`config.mk`:
```
export PLATFORM = sky130hd
export DESIGN_NAME = dmx_receiver
export DESIGN_NICKNAME = d
export VERILOG_FILES = /design/src/rtl/dmx_receiver.sv
export SDC_FILE = /design/constraint.sdc
export NUM_CORES = 1
export LEC_CHECK = 0
export CORE_ASPECT_RATIO = 0.5
export CORE_MARGIN = 3
export CORE_UTILIZATION = 50
export DETAILED_ROUTE_END_ITERATION = 7
export PLACE_DENSITY = 0.79
export SYNTH_ARGS = -nofsm -noshare
export SYNTH_HDL_FRONTEND = slang
export SYNTH_SLANG_ARGS = --single-unit
```
`constraint.sdc`:
```
create_clock -name CLK12 -period 5.25 [get_ports CLK12]
set_input_delay 0.525 -clock CLK12 [delete_from_list [all_inputs] [get_ports CLK12]]
set_output_delay 0.525 -clock CLK12 [all_outputs]
set_load 0.01 [all_outputs]
```
`src/rtl/dmx_receiver.sv`:
```
// DMX512 receiver: finds break/MAB, decodes 8N2 slots, and strobes out the start code
// and each data slot. States: S_HUNT wait for break | S_BREAK break seen | S_MAB mark-after-break | S_FRAME in slot | S_IDLE between slots
module dmx_receiver #(
  parameter int CLKS_PER_BIT   = 48,
  parameter int BREAK_MIN_CLKS = 1056,
  parameter int MAB_MIN_CLKS   = 96,
  parameter int MAX_SLOTS      = 512
) (
  input  logic       CLK12,
  input  logic       RESET_N,
  input  logic       dmx_data,
  output logic       slot_valid,
  output logic [8:0] slot_index,
  output logic [7:0] slot_byte,
  output logic [7:0] start_code,
  output logic       packet_start,
  output logic       packet_end,
  output logic [9:0] slot_total,
  output logic       frame_error
);

  localparam int LCW = $clog2(BREAK_MIN_CLKS + 1);
  localparam int MCW = $clog2(MAB_MIN_CLKS + 1);
  localparam int BCW = $clog2(CLKS_PER_BIT);
  localparam logic [LCW-1:0] LOW_MAX   = LCW'(BREAK_MIN_CLKS);
  localparam logic [MCW-1:0] MAB_MAX   = MCW'(MAB_MIN_CLKS);
  localparam logic [BCW-1:0] HALF_LOAD = BCW'(CLKS_PER_BIT / 2 - 1);
  localparam logic [BCW-1:0] FULL_LOAD = BCW'(CLKS_PER_BIT - 1);
  localparam logic [9:0]     SLOT_MAX  = 10'(MAX_SLOTS);

  typedef enum logic [2:0] {S_HUNT, S_BREAK, S_MAB, S_FRAME, S_IDLE} state_t;

  state_t           state_q;
  logic             sync_q, rx_q, rx_prev_q;
  logic [LCW-1:0]   low_cnt_q, low_cnt_d;
  logic [MCW-1:0]   mab_cnt_q;
  logic [BCW-1:0]   bit_cnt_q;
  logic [3:0]       bit_idx_q;
  logic [7:0]       data_q;
  logic             first_q, pkt_open_q;
  logic [9:0]       slot_cnt_q, slot_next;
  logic             slot_valid_q, packet_start_q, packet_end_q, frame_error_q;
  logic [8:0]       slot_index_q;
  logic [7:0]       slot_byte_q, start_code_q;
  logic [9:0]       slot_total_q;
  logic             break_hit, rx_fall, bit_tick;

  // Low-run counter is independent of the FSM so a break is caught from any state.
  always_comb begin
    low_cnt_d = low_cnt_q;
    break_hit = 1'b0;
    if (rx_q) begin
      low_cnt_d = '0;
    end else if (low_cnt_q != LOW_MAX) begin
      low_cnt_d = low_cnt_q + LCW'(1);
      break_hit = (low_cnt_d == LOW_MAX);
    end
  end

  assign rx_fall   = rx_prev_q & ~rx_q;
  assign bit_tick  = (bit_cnt_q == '0);
  assign slot_next = slot_cnt_q + 10'd1;

  always_ff @(posedge CLK12) begin
    if (!RESET_N) begin
      state_q        <= S_HUNT;
      sync_q         <= 1'b1;
      rx_q           <= 1'b1;
      rx_prev_q      <= 1'b1;
      low_cnt_q      <= '0;
      mab_cnt_q      <= '0;
      bit_cnt_q      <= '0;
      bit_idx_q      <= '0;
      data_q         <= '0;
      first_q        <= 1'b0;
      pkt_open_q     <= 1'b0;
      slot_cnt_q     <= '0;
      slot_valid_q   <= 1'b0;
      packet_start_q <= 1'b0;
      packet_end_q   <= 1'b0;
      frame_error_q  <= 1'b0;
      slot_index_q   <= '0;
      slot_byte_q    <= '0;
      start_code_q   <= '0;
      slot_total_q   <= '0;
    end else begin
      sync_q         <= dmx_data;
      rx_q           <= sync_q;
      rx_prev_q      <= rx_q;
      low_cnt_q      <= low_cnt_d;
      slot_valid_q   <= 1'b0;
      packet_start_q <= 1'b0;
      packet_end_q   <= 1'b0;
      frame_error_q  <= 1'b0;
      if (break_hit) begin
        state_q    <= S_BREAK;
        pkt_open_q <= 1'b0;
        if (pkt_open_q) begin
          packet_end_q <= 1'b1;
          slot_total_q <= slot_cnt_q;
        end
      end else begin
        case (state_q)
          S_HUNT: begin
          end
          S_BREAK: begin
            if (rx_q) begin
              state_q   <= S_MAB;
              mab_cnt_q <= '0;
            end
          end
          S_MAB: begin
            if (rx_fall) begin
              if (mab_cnt_q == MAB_MAX) begin
                state_q   <= S_FRAME;
                first_q   <= 1'b1;
                bit_cnt_q <= HALF_LOAD;
                bit_idx_q <= '0;
              end else begin
                state_q <= S_HUNT;
              end
            end else if (mab_cnt_q != MAB_MAX) begin
              mab_cnt_q <= mab_cnt_q + MCW'(1);
            end
          end
          S_IDLE: begin
            if (rx_fall) begin
              state_q   <= S_FRAME;
              first_q   <= 1'b0;
              bit_cnt_q <= HALF_LOAD;
              bit_idx_q <= '0;
            end
          end
          S_FRAME: begin
            if (!bit_tick) begin
              bit_cnt_q <= bit_cnt_q - BCW'(1);
            end else begin
              bit_cnt_q <= FULL_LOAD;
              bit_idx_q <= bit_idx_q + 4'd1;
              if (bit_idx_q == 4'd0) begin
                if (rx_q) state_q <= first_q ? S_HUNT : S_IDLE;
              end else if (bit_idx_q <= 4'd8) begin
                data_q <= {rx_q, data_q[7:1]};
              end else if (!rx_q) begin
                // An all-zero byte with a low stop bit is the next break starting.
                state_q       <= S_HUNT;
                frame_error_q <= (data_q != 8'h00);
              end else if (bit_idx_q == 4'd10) begin
                if (first_q) begin
                  start_code_q   <= data_q;
                  packet_start_q <= 1'b1;
                  slot_cnt_q     <= '0;
                  pkt_open_q     <= 1'b1;
                  state_q        <= S_IDLE;
                end else if (slot_cnt_q < SLOT_MAX) begin
                  slot_valid_q <= 1'b1;
                  slot_index_q <= slot_cnt_q[8:0];
                  slot_byte_q  <= data_q;
                  slot_cnt_q   <= slot_next;
                  state_q      <= (slot_next == SLOT_MAX) ? S_HUNT : S_IDLE;
                end else begin
                  state_q <= S_HUNT;
                end
              end
            end
          end
          default: state_q <= S_HUNT;
        endcase
      end
    end
  end

  assign slot_valid   = slot_valid_q;
  assign slot_index   = slot_index_q;
  assign slot_byte    = slot_byte_q;
  assign start_code   = start_code_q;
  assign packet_start = packet_start_q;
  assign packet_end   = packet_end_q;
  assign slot_total   = slot_total_q;
  assign frame_error  = frame_error_q;

endmodule

```
# == Yosys cells after proc, flatten, opt, wreduce, memory -nomap -nowiden ==
# Cells that the tools add are included.
# Widths: inputs -> output; s select.
# word_totals
in_bits,3
regBits,93
output_inout_bits,39
word_cells,134
# op_classes
n_mux,41
n_bitwise,11
reduce_logical,26
n_eq_ne,28
addsub,5
magnitude_cmp,2
# op_table
op,count
$mux 3,13
$reduce_and 8->1,4
$mux 6,4
$mux 7,3
$mux 10,2
$reduce_and 5->1,4
$ne 3x3->1 const B,6
$pmux 6 s3,1
$mux 4,4
$ne 2x2->1 const B,8
$pmux 3 s5,1
$pmux 7 s2,1
$ne 4x4->1 const B,3
$pmux 4 s3,1
$add 11x1->11 const B,1
$eq 11x11->1 const B,1
$ne 11x11->1 const B,1
$add 10x1->10 const B,1
$eq 10x10->1 const B,1
$lt 10x10->1 const B,1
$not 1->1,10
$mux 1,9
$reduce_and 9->1,1
$reduce_or 9->1,1
other kinds (26),31

# == Depth between registers and ports, before layout ==
# logic_depth
word_depth,12
mapped_depth,10
mapped_depth_nobuf,8

# == Worst setup path before layout ==
# No wires, ideal clock.
# synth_timing
path_kind,register to register
from,register low_cnt_q[1]
to,register mab_cnt_q[3]
path_slack_ps,2946
required_time_ps,5178
stages_incl_launch_ff,9
period_less_slack_ps,2304
n_path_buf,1
arrival_time_ps,2232
path_cell_list,dfxtp_1 -> ha_1 -> buf_4 -> nand4_1 -> or2_1 -> a311oi_2 -> nor4_2 -> or4_1 -> a21oi_1
# synth_via
elab_chain_len,6
# synth_rtl
item,line_no,source
"start, declared",35,"logic [LCW-1:0] low_cnt_q, low_cnt_d;"
"start signal, assigned",90,low_cnt_q <= low_cnt_d;
$add 11x1->11,55,low_cnt_d = low_cnt_q + LCW'(1);
$eq 11x11->1,56,break_hit = (low_cnt_d == LOW_MAX);
$mux 1 *,54,end else if (low_cnt_q != LOW_MAX) begin
$mux 1 *,52,if (rx_q) begin
$not 1->1 (no source line) *,n/a,
$reduce_and 5->1 (no source line) *,n/a,
"end signal, assigned",123,mab_cnt_q <= mab_cnt_q + MCW'(1);
"end, declared",36,logic [MCW-1:0] mab_cnt_q;
# Mark *: on every way between the ends. The rest lies on a longest branch, timed or not.
# A chain may end at the register's enable or synchronous reset.

# == Final worst setup path ==
# layout_timing
from,register low_cnt_q[0]
to,register slot_total_q[2] (netlist: slot_total[2])
# layout_via
elab_chain_len,5
# layout_rtl
item,line_no,source
$add 11x1->11,55,
$eq 11x11->1,56,
$mux 1 *,54,
$mux 1 *,52,
$reduce_and 2->1 (no source line) *,n/a,
"end signal, assigned",100,slot_total_q <= slot_cnt_q;
"end, declared",45,logic [9:0] slot_total_q;
# Marked as above.

==> flow_metrics.py <==
metrics = {
    "placed_design": {
        "pre_cts_ws_ps": 2090,
        "place_hpwl_mm": 6.66,
        "gp_congestion": 0.948,
        "place_inst": 660,
        "portBuffers": 41,
    },
    "floorplanning": {
        "io-pin-count": 42,
        "rows": 23,
        "dieArea_um2": 10200,
        "placeableCoreArea_um2": 8350,
        "die_y_um": 72.9,
        "fp.dieW_um": 140,
        "start_util": 0.536,
    },
    "logic_synthesis": {
        "synthFlopType": "dfxtp_1",
        "yosysTopAreaCell": "dfxtp_1",
        "yosysMostFrequentCell": "dfxtp_1",
        "syn_area_um2": 4480,
        "synth_edf_count": 0,
        "synth_common_cells": "93 x dfxtp_1, 87 x nand2_1, 55 x nor2_1",
        "ys_seq_area_frac": 0.416,
        "synth.avg_cell_area_um2": 8.43,
        "synthCells": 531,
        "netlist.area_leader.share": 0.416,
        "synth_nets": 544,
        "yosys_warnings": 0,
        "synthTopCellsByArea": "dfxtp_1 42%, nand2_1 7.3%, mux2i_1 6.5%, a21oi_1 4.8%, nor2_1 4.6%",
        "ys_async_sr_fraction": 0,
        "synth.distinct_cells": 65,
        "ys_ff_latch": 93,
    },
    "power_and_ir_drop": {
        "p_int_w": 0.00106,
        "power.share.switching": 0.217,
        "power_frac_seq": 0.522,
        "p_sw_w": 0.000295,
        "ir_worst_vdd_v": 0.000174,
        "pwr-share-comb": 0.016,
        "p_leak_nw": 1.76,
        "powerDensity_nw_per_um2": 260,
        "clkPwrFrac": 0.462,
    },
    "routing": {
        "wl_met2_mm": 4.33,
        "drt-initial-drc-count": 320,
        "drt-total-wl_mm": 9.79,
        "vias_per_cell": 5.66,
        "drc": 0,
        "wl_met1_mm": 4.69,
        "route.met3.wl_um": 578,
        "vias": 3828,
        "maxUsedRoutingLayer": "met4",
        "routedWlPerCell_um": 14.5,
        "drtAntennaViolNets": 0,
        "drt_pass1_iterations": 7,
    },
    "finish": {
        "utilization": 0.625,
        "final_cells": 676,
        "syn_to_final_growth_pct": 16.6,
        "fillers": 714,
        "layout.nets": 572,
        "multi_input_area_um2": 2440,
        "drive_gt1_frac": 0.0674,
        "diodes": 0,
        "regArea_um2": 1860,
    },
    "global_routing": {
        "grt_pass1_wl_mm": 16.2,
        "grt_pass1_vias": 3505,
        "grtUsageTotal": 0.195,
        "grt.overflow.total": 0,
        "antenna_found_initial": 0,
        "grt_max_degree": 50,
    },
    "status": {
        "outcome": "finished, final reports clean",
    },
    "clocking": {
        "cts_setup_buffers": 0,
        "htree_num_levels": 3,
        "cts_tree": "done",
        "cts_buffers": 9,
        "clock-sinks": 93,
        "hold_buffers": 0,
        "cts_resized": 0,
        "clockRootBuffer": "clkbuf_16",
        "clk_pin_slew_worst_paths_ps": 70,
        "worstSkewPairLatency_ps": 340,
        "cts_buffer_depth": 2,
    },
    "timing": {
        "slew_violations": 0,
        "tightest_slew_ps": 1020,
        "fin_setup_tns_ps": 0,
        "layout_min_cycle_time_ps": 3210,
        "setup_viol": 0,
        "hold_viol": 0,
        "maxSlewHeadroom": 0.319,
        "rsz0062_at_grt": "false",
        "period_share": 0.612,
        "max_freq_mhz": 311,
        "setup_ws_ps": 2040,
        "skew_ps": 6.13,
    },
    "run": {
        "maxCapViolCount": 0,
    },
    "worst_setup_path": {
        "startpoint_type": "flip-flop",
        "cp.required_ps": 5520,
        "critical_path_class": "reg -> reg",
        "path_max_fanout": 11,
        "crit_path_end_kind": "flip-flop",
        "cp.arrival_ps": 3480,
    },
    "hold_path": {
        "worst_hold_path_type": "reg -> reg",
    },
}
## power by group through the flow
stage          logic [W]  registers, W  clock network, W
6_report       0.0000213      0.000709          0.000628
3_3_place_gp   0.0000209      0.000725                 0
4_1_cts        0.0000212      0.000709          0.000642
2_1_floorplan  0.0000161      0.000723                 0
3_5_place_dp   0.0000212      0.000725                 0
5_1_grt        0.0000240      0.000708          0.000670
## logic make-up after synthesis
group / synth area share
and+or+nand+nor: 0.278
AOI/OAI and AO/OA: 0.148
DFF: 0.416
buffers and inverters: 0.0417
muxes: 0.0649
xor gates and xnor gates: 0.0215
adders and majority gates: 0.0302
## flip-flops by register name (all words and copies together), names as in the netlist, 4 cells and up
| name | count |
|---|---|
| slot_byte | 8 |
| bit_cnt_q | 6 |
| start_code | 8 |
| slot_index | 9 |
| low_cnt_q | 11 |
| bit_idx_q | 4 |
| data_q | 8 |
| slot_cnt_q | 10 |
| slot_total | 10 |
| mab_cnt_q | 7 |
## through the flow
stage	hold WS, ps	power, W	instance area, um^2
4_1_cts	415	0.00137	5220
6_report	413	0.00136	5220
3_5_place_dp	398	0.000746	4930
2_1_floorplan	386	0.000739	4480
5_1_grt	430	0.00140	5220
3_3_place_gp	392	0.000746	4930
## per-layer routing
layer  track usage  vias to the layer above
met5             0                        -
met4        0.0859                        0
met3        0.0563                       24
met2         0.310                      120
met1         0.252                     1753
li1              -                     1931
## layout make-up
class / instances / share of cell area
Clock buffer: 11 / 0.0484
Timing Repair Buffer: 44 / 0.0829
Clock inverter: 5 / 0.00743
Multi-Input combinational cell: 397 / 0.468
Inverter: 14 / 0.0101
Sequential cell: 93 / 0.357
Tap cell: 112 / 0.0268
## final timing paths
kind,startpoint,end,slack (ps),cells past startpoint
hold / removal,sync_q,rx_q,410,1
setup / recovery,low_cnt_q[0],slot_total[2],2040,7
hold reg to reg,sync_q,rx_q,410,1
setup reg to reg,low_cnt_q[0],slot_total[2],2040,7
## worst max-delay path, stage by stage, from the launching register on
cell and delay [ps]:
dfxtp_1 540, ha_1 400, nand4_1 200, nor4_1 330, a311oi_2 130, or3_1 480
nor3_2 800, mux2i_1 260
## cells in the final DEF, fill, tap and decap left out, drive strengths merged, types with 2 or more instances in the layout
cell type	n
nand2	87
a211oi	2
a41o	3
nand3b	8
clkbuf	11
xnor2	7
a311oi	3
inv	17
o221a	2
ha	10
a2111o	2
or2	3
or4	3
and4bb	3
a21oi	43
and4	3
clkdlybuf4s50	41
and2	6
nor4b	2
nor2	56
xor2	4
mux2i	29
o21ai	24
a31oi	4
nand4	5
a32oi	2
o31ai	5
and3	11
nor3	10
or3	4
nand3	14
dfxtp	93
nand2b	9
nor2b	6
o22ai	2
buf	3
nor4	9
Power figures use the tool's default switching activity.
